<file path="config.mk">
export PLATFORM = sky130hd
export DESIGN_NAME = pulse_event_arbiter
export DESIGN_NICKNAME = d
export VERILOG_FILES = /design/src/rtl/pulse_event_arbiter.sv
export SDC_FILE = /design/constraint.sdc
export NUM_CORES = 1
export LEC_CHECK = 0
export CAP_MARGIN = 20
export CORE_ASPECT_RATIO = 0.7
export CORE_MARGIN = 2
export CORE_UTILIZATION = 30
export CTS_CLUSTER_SIZE = 12
export DETAILED_ROUTE_END_ITERATION = 10
export HOLD_SLACK_MARGIN = 0.06
export PLACE_DENSITY = 0.73
export SLEW_MARGIN = 10
export SYNTH_ARGS = -nofsm -noshare
export SYNTH_HDL_FRONTEND = slang
export SYNTH_SLANG_ARGS = --single-unit
</file>
<file path="constraint.sdc">
create_clock -name clk_i -period 1.2 [get_ports clk_i]
set_input_delay 0.24 -clock clk_i [delete_from_list [all_inputs] [get_ports clk_i]]
set_output_delay 0.24 -clock clk_i [all_outputs]
set_load 0.1 [all_outputs]
</file>
<file path="src/rtl/pulse_event_arbiter.sv">
// Latches one-clock request pulses per channel and hands them out round-robin as event IDs.
// Pulse to valid is two cycles; a held-off offer keeps its ID stable, and repeat pulses set sticky overflow.
module pulse_event_arbiter #(
  parameter  int N_REQ = 4,
  localparam int IDW   = $clog2(N_REQ)
) (
  input  logic             clk_i,
  input  logic             rst_i,
  input  logic [N_REQ-1:0] pulse_i,
  input  logic [N_REQ-1:0] mask_i,
  output logic             event_valid_o,
  input  logic             event_ready_i,
  output logic [IDW-1:0]   event_id_o,
  output logic [N_REQ-1:0] pending_o,
  output logic [N_REQ-1:0] overflow_o,
  input  logic             overflow_clr_i
);

  typedef enum logic {IDLE, OFFER} state_t;

  state_t           state;
  logic [IDW-1:0]   last_grant;
  logic             consume;
  logic [N_REQ-1:0] consume_vec;
  logic [N_REQ-1:0] accept;
  logic [N_REQ-1:0] pending_nxt;
  logic [N_REQ-1:0] overflow_nxt;
  logic             sel_found;
  logic [IDW-1:0]   sel_id;

  // A handshake frees the slot on the same edge, so a coincident pulse re-arms rather than overflows.
  always_comb begin
    consume      = (state == OFFER) && event_ready_i;
    consume_vec  = consume ? (N_REQ'(1) << event_id_o) : '0;
    accept       = pulse_i & mask_i;
    pending_nxt  = (pending_o & ~consume_vec) | accept;
    overflow_nxt = (overflow_o & ~{N_REQ{overflow_clr_i}})
                 | (accept & pending_o & ~consume_vec);
  end

  // Walk downward so the closest channel after last_grant is the final (winning) assignment.
  always_comb begin
    int             idx;
    logic [IDW-1:0] idx_w;
    sel_found = 1'b0;
    sel_id    = '0;
    idx       = 0;
    idx_w     = '0;
    for (int i = N_REQ; i >= 1; i--) begin
      idx   = (int'(last_grant) + i) % N_REQ;
      idx_w = IDW'(idx);
      if (pending_o[idx_w]) begin
        sel_found = 1'b1;
        sel_id    = idx_w;
      end
    end
  end

  always_ff @(posedge clk_i) begin
    if (rst_i) begin
      state         <= IDLE;
      event_valid_o <= 1'b0;
      event_id_o    <= '0;
      last_grant    <= IDW'(N_REQ - 1);
      pending_o     <= '0;
      overflow_o    <= '0;
    end else begin
      pending_o  <= pending_nxt;
      overflow_o <= overflow_nxt;
      case (state)
        IDLE: begin
          if (sel_found) begin
            event_id_o    <= sel_id;
            event_valid_o <= 1'b1;
            state         <= OFFER;
          end
        end
        OFFER: begin
          if (event_ready_i) begin
            last_grant    <= event_id_o;
            event_valid_o <= 1'b0;
            state         <= IDLE;
          end
        end
        default: begin
          event_valid_o <= 1'b0;
          state         <= IDLE;
        end
      endcase
    end
  end

endmodule

</file>
Word level (Yosys, flattened, before mapping)
Index checks and enable logic that the tools add are counted.
Word-level totals
  register bits: 14
  latch bits: 0
  RAM bits: 0
  bits in read-only memories: 0
  input bits: 12
  output and inout bits: 11
  logic and storage cells: 54
  memories kept: 0
Operators by class
  $add $sub $neg: 4
  multipliers: 0
  div/mod/pow operators: 0
  order comparisons: 4
  equality and inequality tests: 2
  shifts and indexed selects: 1
  mux-type cells: 23
  bitwise logic cells: 10
  reduce and logical (&&, ||, !) cells: 4
Operators by type and width (count)
  4-bit AND: 5
  2-bit by 3-bit less-than comparator with 1-bit output (second input constant): 4
  1-bit two-way mux: 12
  1-bit binary-select mux with 2-bit select: 4
  2-bit two-way mux: 4
  4-bit inverter: 2
  4-bit OR: 2
  2-bit AND reduction: 3
  2-bit by 1-bit adder with 2-bit output (second input constant): 2
  2-bit adder (second input constant): 2
  4-bit two-way mux: 1
  2-bit inequality test (second input constant): 2
  1-bit one-hot mux with 2 select lines: 2
  1-bit by 2-bit << shifter with 4-bit output (first input constant): 1
  1-bit logical AND: 1
  1-bit inverter: 1

Longest topological paths before layout
  word-level depth: 9
  depth in mapped cells: 4
  mapped depth without buffers: 4

Worst setup path after synthesis
Ideal clock, no wire load.
  path type: flip-flop to flip-flop
  start: reg event_id_o[0]
  end: reg overflow_o[1]
  library setup time: 0.132 ns
  data arrival time: 1.721 ns
  data required time: 1.068 ns
  slack: -0.653 ns
  cell stages (with the launch flop): 5
  path buffers: 0
  clock period less this slack: 1.853 ns
  cells stage by stage: dfxtp_1 inv_1 or3_4 nand4_1 a21oi_1
Between the ends
  cells in the longest elaborated chain, start to end: 5
Ends and longest elaborated chain
  start, declared: RTL line 13  | output logic [IDW-1:0] event_id_o,
  start signal, assigned: RTL line 73  | event_id_o <= sel_id;
  1-bit by 2-bit << shifter with 4-bit output: RTL line 34  | consume_vec = consume ? (N_REQ'(1) << event_id_o) : '0;
  4-bit two-way mux: RTL line 34
  4-bit inverter: RTL line 38  | | (accept & pending_o & ~consume_vec);
  4-bit AND: RTL line 38
  4-bit OR: RTL line 38
  end signal, assigned: RTL line 69  | overflow_o <= overflow_nxt;
  end, declared: RTL line 15  | output logic [N_REQ-1:0] overflow_o,
Every way passes these cells.
A chain may end at the register's enable or synchronous reset.

Worst setup path in the final report
  start: reg pending_o[1]
  end: reg event_id_o[1]
Between the ends
  cells in the longest elaborated chain, start to end: 7
  elaborated cells between the ends (all ways): 17
  those cells by class: mux (16); reduce/logical (1)
Ends and longest elaborated chain
  start, declared: RTL line 14  | output logic [N_REQ-1:0] pending_o,
  start signal, assigned: RTL line 68  | pending_o <= pending_nxt;
  1-bit binary-select mux with 2-bit select: RTL line 52  | if (pending_o[idx_w]) begin
  1-bit two-way mux (not written as such): RTL line 52
  1-bit two-way mux (4 in a row): RTL line 52
  2-bit AND reduction (no line)
Several ways; a longest one is shown, not always the timed one. The select of a mux whose other input is x is not followed.

==> flow_results.org <==
** Timing
- Worst Setup Slack, final :: 42.9 ps
- At the pin with the least slew margin, the transition time is 250 ps.
- Across all hold checks on the routed design, the worst slack comes to 342 ps.
- Subtracting the final worst setup slack from the clock period gives 1160 ps.
- Max-Slew Margin vs Limit :: 83.1%
- Hold violation count in the final report :: 0
- Total negative slack for setup checks :: 0 ps
- Setup violations remaining at the end of the flow were counted as 0.
- Clock skew on the completed layout was measured at 1.94 ps.
- Count of final max-slew check failures :: 0
- Final worst-path cycle share :: 96.4%
- Achievable frequency :: 864 MHz

** Drt
- Dividing the detail-routed via count by the number of cells gives 5.31.
- The final route contains 632 vias.
- In this run the remaining antenna-violating nets after routing total 0.
- Dividing the detail-routed wire length by the instance count gives 14.1 µm.
- The first routing iteration left 16 violations.
- Total DRC errors in the routed layout :: 0
- The final layout contains routed wiring with a total length of 1.67 mm.
- The first detailed-routing pass took 4 iterations.

** Min path
- Beginning of the worst hold path :: event_ready_i
- WHS Path Cells :: 3
- Capture endpoint of the worst hold path :: state
- Kind of path behind the tightest hold check :: input port to flop

** Run
- Max-cap check violation count :: 0

** Status
- Run status :: completed

** Floorplanning
- Chip width :: 57.1 µm
- Vert. Die Dim :: 41.2 µm
- The die covers 0.00235 mm².
- For this configuration, the core starts out at a cell density of 31.9%.
- Top-level port count :: 23
- Number of rows in the core area :: 13
- After floorplanning, the core was sized to cover 0.00185 mm².

** Synth
- Synth Cell Area :: 592 µm²
- By area the synthesized netlist is led by dfxtp_1 (47%), nor2_1 (4.4%), a21oi_1 (4.2%).
- The synthesized design spends more area on one cell type than any other, namely dfxtp_1.
- Synthesis inferred 14 register bits.
- Post-synth net total :: 77
- Number of warning messages in the yosys log :: 0
- Number of unique standard cell types used by synthesis :: 27
- Synthesized instance count :: 65
- A synthesized cell averages 9.10 µm².
- Of the post-synthesis cell area, the dominant cell type holds 47.4%.
- After synthesis, flip-flops and latches occupy 47.4% of the total area.

** Clock tree
- Clock tree synthesis found a total of 14 sinks.
- Number of clock buffers inserted by TritonCTS :: 3
- CTS built an H-tree with a depth of 1.
- Hold buffer count at cts :: 0
- CTS clk-pin slew, worst paths :: 90 ps
- Max Buffers Root-to-Sink :: 2
- At the later pin of the worst-skew pair, clock insertion delay measures 280 ps.
- TritonCTS built the clock tree.
- Clk root buf :: clkbuf_4

** GRT
- The initial antenna violation count was 0.
- Number of global-route vias before repair :: 545
- Highest-utilization routing layer at the global route stage :: met2
- Met1 global-route usage :: 18.3%
- Maximum number of pins on one net before global-route repair :: 13
- Global-route wire length before repair :: 2.45 mm
- Total congestion overflow after global routing :: 0
- Tot GR Track Use :: 14.7%
- For met3 alone, demand over resource in global routing was 6.62%.
- Fraction of met2 tracks used by global routing :: 24.1%

** Final layout
- Core Util, Final :: 59.1%
- Antenna diode count :: 0
- Final design instance area without fill :: 0.00110 mm²
- Compared with the post-synthesis result, the final layout area differs by 85.2%.
- Count of nets after finishing :: 110
- Layout cells sized above 1 :: 46.4%

** Placed design
- Number of buffers added on ports :: 22
- After detailed placement, the total cell area comes to 0.00103 mm².
- Once detailed placement completed, the half-perimeter wirelength came to 1.21 mm.
- Routability cong. :: 0.736
- At the placement stage, the worst setup path has a slack of -288 ps.

** Critical path
- STA classifies the critical path endpoint as a flop.
- Of all nets on the critical path, the largest fanout is 6.
- The worst setup path is of the flop to flop kind.
- CP required :: 1380 ps
- The worst setup path is launched from a flop.
- In this run the register-to-register setup slack is 40 ps.
- Measured in cells, the most critical reg-to-reg path has a length of 5.
- Worst setup path startpoint :: pending_o[1]
- End of the worst register-to-register path :: event_id_o[1]
- Data arrival time of the critical path :: 1340 ps
- In this run the critical register-to-register path is launched from pending_o[1].

** Pwr
- Pwr dens :: 1270 mW/mm²
- The worst-case IR drop observed on VDD is 0.929 mV.
- Leak pwr :: 0.000416 µW
[routing by layer]
metal	routed length (µm)	part of all wire [%]
met1	753	45
met2	799	48
met3	111	6.6
met4	10	0.60
met5	0	0
[power by group]
group	total [µW]	switching, µW	internal, µW
Combinational	484	279	206
Sequential	561	62.7	499
Clock	342	157	185
Total	1390	499	889
[synth_stat cells]
cell,instances
dfxtp_1,14
or2_1,1
nand2b_1,3
o211ai_1,2
and2b_2,1
a211o_2,2
or3b_2,2
nor2_1,7
inv_1,3
a221oi_1,1
a21oi_1,5
or3_4,1
nor3_1,1
nor3b_1,1
nand4_1,2
o31ai_1,3
clkbuf_1,1
a22oi_1,2
o22ai_1,1
nand2_2,1
nor4_1,1
nand3_1,1
a22oi_2,1
a211oi_1,1
nand2_1,4
and3_2,1
o21ai_0,2
[sequential cells by signal (all words and copies together), names as in the netlist]
register / flops
event_id_o: 2
last_grant: 2
pending_o: 4
event_valid_o: 1
overflow_o: 4
state: 1
[metrics by stage]
step	cells	power (µW)
after floorplan	65	822
after global placement	114	1030
after detailed placement	114	1030
after CTS	118	1380
after global routing	119	1440
final	119	1390
[critical path, stage by stage (launching register included)]
cell and delay, ps:
dfxtp_4 420, buf_4 130, nor3b_1 230, nor3_1 90, a22oi_1 150, nor2_1 50
[cell families (layout without fill, tap and decap cells)]
logic type | after synthesis | in the layout | share of synthesized area (%)
and+or+nand+nor | 27 | 27 | 26.0
AOI/OAI and AO/OA | 20 | 20 | 24.1
DFF | 14 | 14 | 47.4
buffers and inverters | 4 | 36 | 2.54
[placed cells by master (no fill, tap or decap), types with 3 or more instances in the layout]
cell	synthesis	routed
a21oi_1	5	5
buf_12	0	11
buf_4	0	7
clkbuf_4	0	3
clkdlybuf4s50_1	0	10
dfxtp_1	14	4
dfxtp_4	0	8
nand2_1	4	4
nand2b_1	3	3
nor2_1	7	7
[layout make-up]
class                      instances  area (µm²)
fill                             167         758
tap                               22        27.5
multi-input combinational         47         323
inverter                           3        11.3
sequential                        14         313
clock buffer                       4        36.3
timing repair buffer              29         385
[worst max-delay path by stage]
stage / slack [ps] / endpoint
3_3_place_gp: -260 / overflow_o[1]
6_report: 40 / event_id_o[1]
5_1_grt: -1 / event_id_o[1]
3_5_place_dp: -290 / pending_o[0]
4_1_cts: 10 / pending_o[0]
2_1_floorplan: -30 / overflow_o[1]
[repair_timing]
action	CTS	global route
buffers inserted	0	1
resized for setup	0	5
setup endpoints to repair	0	7
No activity file was read; power rests on OpenSTA's default activity.
==> variant 1 (config.mk and constraints unchanged) <==
Take the reset off `pending_o` and load it in a clocked block of its own.
--- a/src/rtl/pulse_event_arbiter.sv
+++ b/src/rtl/pulse_event_arbiter.sv
@@ -63,8 +63,6 @@
       event_id_o    <= '0;
       last_grant    <= IDW'(N_REQ - 1);
-      pending_o     <= '0;
       overflow_o    <= '0;
     end else begin
-      pending_o  <= pending_nxt;
       overflow_o <= overflow_nxt;
       case (state)
@@ -91,4 +89,8 @@
   end
 
+  always_ff @(posedge clk_i) begin
+    pending_o <= pending_nxt;
+  end
+
 endmodule
 
Function: changed (a bounded check fails within 4 cycles, from zero or initial values and one cycle with rst_i high).
==> variant 1 against the original RTL <==
  * The run now ends with negative setup slack left
  * Wire length up 9.3%
  * Design area is 3.9% higher
  * Sequential cell count stayed put
  * Global-route usage increased by 0.83 points
  * Maximum frequency fell by 13%
  * Sequential power about the same
  * Critical path depth decreased by 2
  * Worst setup slack worse by 0.17 ns
  * Area after synthesis rose by 4.9%
  * Utilization grew 0.72 points
  * Total power is 5.9% higher
  * Final cell count rose by 4.2%
  * Die area increased by 4.5%
==> variant 1: results (changes against the original RTL) <==
Run status
Run status: complete, but fails checks (was completed). The final reports fail on negative setup slack.

Drt
The amount of wire on met3 after detailed routing is 84 um (was 111 um). The number of DRC violations after detailed-routing iteration 0 is 9 (was 16). The met2 wire length is 916 um (was 799 um).

Setup path
The largest fanout on the critical path is 4 (was 6). The critical path data arrival time was 1.53 ns (was 1.34 ns). The peak per-stage delay on the critical path is 0.55 ns (was 0.42 ns). The number of cells on the worst reg-to-reg path is 3 (was 5).

The critical path's slowest cell is sky130_fd_sc_hd__or4_4 (was sky130_fd_sc_hd__dfxtp_4).

Placed design
The total half-perimeter wirelength after legalization and detailed placement is 1357 um (was 1213 um). The final RePlAce weighted congestion is 0.7779 (was 0.7361).

Worst hold path
The launch point of the worst hold path is overflow_o[3] (was event_ready_i). The type of the worst min-delay path is register to register (was primary input to register).

Global routing
The met3 track demand over resource in global routing is 5.556% (was 6.625%). The global routing usage on met1 is 21.36% (was 18.33%). The number of global-route vias before repair was 596 (was 545). The global routing met2 resource utilization is 22.25% (was 24.14%). The first-pass GRT wire length is 2829 um (was 2449 um).

Logic synthesis
The portion of synthesized cell area occupied by the leading cell type came to 45.16% (was 47.36%). The sequential area share after synthesis is 45.16% (was 47.36%).

Pwr
The fraction of power spent switching nets is 38.73% (was 35.93%).

STA
The setup violation total in the final timing report is 5 (was 0). The minimum setup slack in the final design is -0.1318 ns (was 0.04293 ns).

Cells and area
The final layout net count came to 115 (was 110). The clock-cell share of area was 2.308% (was 3.311%).

Floorplanning
The placeable core region is 1903 um^2 (was 1854 um^2).
variant 1: kinds of logic after synthesis:
| family | count (synthesis) | synth area share (%) |
|---|---|---|
| compound gates | 19 | 25.20 |
| buf+inv | 5 | 3.023 |
| flops | 14 | 45.16 |
| mux | 1 | 1.613 |
| simple gates | 27 | 25.00 |
variant 1: per-stage QoR:
| stage | hold WS [ns] | cells | power [mW] |
|---|---|---|---|
| global route | 0.5239 | 124 | 1.535 |
| finish | 0.5063 | 124 | 1.469 |
| floorplan | 0.3348 | 66 | 0.9028 |
| detailed placement | 0.4882 | 118 | 1.158 |
| global placement | 0.4701 | 118 | 1.150 |
| CTS | 0.5009 | 121 | 1.439 |
variant 1: timing repair:
action | in CTS | in global routing
resized for setup | 1 | 5
pin swaps | 1 | 0
setup buffers | 0 | 3
endpoints found under the setup margin | 5 | 11
variant 1: power groups by stage:
| stage | Clock, mW | Combinational (mW) | Sequential (mW) |
|---|---|---|---|
| after detailed placement | 0 | 0.589 | 0.569 |
| final | 0.276 | 0.631 | 0.562 |
| after floorplan | 0 | 0.105 | 0.798 |
| after CTS | 0.289 | 0.592 | 0.559 |
| after global routing | 0.312 | 0.654 | 0.569 |
| after global placement | 0 | 0.583 | 0.568 |
variant 1: worst min path at each step:
stage	to	slack [ns]
6_report	overflow_o[3]	0.51
5_1_grt	pending_o[0]	0.52
4_1_cts	overflow_o[3]	0.50
3_5_place_dp	overflow_o[3]	0.49
3_3_place_gp	overflow_o[3]	0.47
2_1_floorplan	state	0.33
variant 1: worst min-delay path, delay by kind of cell (launching register included):
family             cells  cell delay, ns
AOI/OAI and AO/OA      1            0.06
DFF                    1            0.35
and+or+nand+nor        1            0.07
==> variant 2 (same settings) <==
Without the edit above. The parameter `N_REQ` goes from 4 to 8.
--- a/src/rtl/pulse_event_arbiter.sv
+++ b/src/rtl/pulse_event_arbiter.sv
@@ -2,5 +2,5 @@
 // Pulse to valid is two cycles; a held-off offer keeps its ID stable, and repeat pulses set sticky overflow.
 module pulse_event_arbiter #(
-  parameter  int N_REQ = 4,
+  parameter  int N_REQ = 8,
   localparam int IDW   = $clog2(N_REQ)
 ) (
Ports: changed (5 resized); port bits go from 23 to 40. No check against the original RTL was run, so the function may have changed too.
==> variant 2 against the original RTL <==
  * The run now ends with negative setup slack left
  * Clock skew is 0.0034 ns higher
  * Total power grew to 3.4 times the old value
  * Count of clock-buffer cells in the layout down 1
  * Design area rose to 3.3 times the old value
  * Synthesized cell count grew to 3.1 times the old value
  * Non-clock buffer count is 91 higher
  * Sequential cell count increased by 10
  * Via count rose to 3.4 times the old value
  * Area after synthesis rose to 3.2 times the old value
  * Worst setup slack got worse by 1.1 ns
  * Worst hold slack improved by 0.12 ns
  * First-iteration DRC count grew to 6.4 times the old value
  * Wire length rose to 4.2 times the old value
  * Critical path type unchanged
  * Largest power group is now combinational cells
  * Highest routed layer unchanged
==> variant 2: results (changes against the original RTL) <==
Placed design
The count of port buffers added during placement was 39 (was 22). The cell area reported after detailed placement was 3045 um^2 (was 1030 um^2). The final RePlAce weighted congestion was 0.8529 (was 0.7361).

Logic synthesis
The fraction of synthesized area in multiplexers was 27.80% (was 0%). The net count after synthesis came to 223 (was 77). Leading cell types by total area after synthesis: sky130_fd_sc_hd__dfxtp_1 25%, sky130_fd_sc_hd__mux4_2 17%, sky130_fd_sc_hd__a21oi_1 5.8%, sky130_fd_sc_hd__mux2i_1 4.2%, sky130_fd_sc_hd__mux4_1 4.1% (was sky130_fd_sc_hd__dfxtp_1 47%, sky130_fd_sc_hd__nor2_1 4.4%, sky130_fd_sc_hd__a21oi_1 4.2%, sky130_fd_sc_hd__o31ai_1 3.8%, sky130_fd_sc_hd__a211o_2 3.4%). The total standard cell area after synthesis was 1908 um^2 (was 591.8 um^2).

The fraction of synthesized cell area in xor and xnor cells is 1.770% (was 0%). The number of distinct library cells after synthesis came to 45 (was 27). The post-synthesis share of cell area spent on full adders, half adders and majority gates was 1.311% (was 0%).

Clock tree
The post-CTS setup buffer count is 18 (was 0). The post-cts resize count is 44 (was 0).

Run status
The final reports fail on negative setup slack. Run status: complete, but fails checks (was completed).

Setup path
The critical path data arrival time is 2.46 ns (was 1.34 ns). The critical path's slowest cell is sky130_fd_sc_hd__mux4_2 (was sky130_fd_sc_hd__dfxtp_4). The startpoint of the most critical setup path is last_grant[0] (was pending_o[1]).

The largest fanout on the critical path is 7 (was 6).

Global routing
The global routing met2 resource utilization is 30.56% (was 24.14%). The total global routing track utilization is 18.99% (was 14.73%). The largest net degree at the start of global routing was 18 (was 13).

Cells and area
The total of fill cells in the finished design is 494 (was 167). The clock-cell share of area is 1.991% (was 3.311%). The non-clock inverter instance count of the final layout is 7 (was 3). The layout multi-input combinational cell count is 160 (was 47). The buffering overhead is 36.50% (was 35.16%). The number of sequential cells in the layout is 24 (was 14). The final layout net count came to 338 (was 110).

STA
The setup violation total in the final timing report is 20 (was 0). The worst slew margin relative to its limit came to 77.96% (was 83.13%). The minimum setup slack in the final design came to -1.106 ns (was 0.04293 ns). The setup clock skew after layout is 0.005314 ns (was 0.001943 ns).

Drt
The amount of wire on met3 after detailed routing is 544 um (was 111 um). The routed metal-1 wire length is 2976 um (was 753 um). The detailed-route via count is 2132 (was 632).

The routed length per instance is 18.01 um (was 14.07 um). The number of DRC violations after detailed-routing iteration 0 is 102 (was 16).

Pwr
The leakage power of the design is 1.412 nW (was 0.4157 nW).
[variant 2: changes by cell type in the layout (fill, tap and decap cells not counted), moves of 6 or more]
| cell | before | now |
|---|---|---|
| sky130_fd_sc_hd__nand2_1 | 4 | 16 |
| sky130_fd_sc_hd__buf_6 | 0 | 16 |
| sky130_fd_sc_hd__nand2b_1 | 3 | 10 |
| sky130_fd_sc_hd__buf_4 | 7 | 61 |
| sky130_fd_sc_hd__a21oi_2 | 0 | 7 |
| sky130_fd_sc_hd__buf_12 | 11 | 24 |
| sky130_fd_sc_hd__clkdlybuf4s50_1 | 10 | 18 |
| sky130_fd_sc_hd__nor2_1 | 7 | 13 |
| sky130_fd_sc_hd__or2_4 | 0 | 6 |
| sky130_fd_sc_hd__a21oi_1 | 5 | 13 |
| sky130_fd_sc_hd__mux4_2 | 0 | 16 |
[variant 2: cells by family (layout without fill, tap and decap cells)]
family | count (synthesis) | count (layout)
AND/OR/NAND/NOR | 69 | 69
AO/OA/AOI/OAI | 56 | 56
multiplexers | 30 | 30
flip-flops | 24 | 24
buffers and inverters | 17 | 131
XOR/XNOR | 3 | 3
adder cells (fa/ha/maj) | 2 | 2
[variant 2: power breakdown]
part | total, mW | internal [mW] | switching (mW)
Clock | 0.722 | 0.447 | 0.275
Combinational | 2.92 | 1.45 | 1.47
Sequential | 1.11 | 0.903 | 0.204
Total | 4.75 | 2.80 | 1.95
[variant 2: per-stage QoR]
| step | std cells | util [%] | setup TNS [ns] |
|---|---|---|---|
| after global routing | 393 | 57.91 | -6.790 |
| after floorplan | 201 | - | -7.028 |
| after global placement | 365 | 49.23 | -11.70 |
| after detailed placement | 365 | 49.23 | -12.18 |
| final | 393 | 57.91 | -5.835 |
| after CTS | 385 | 54.69 | -5.486 |
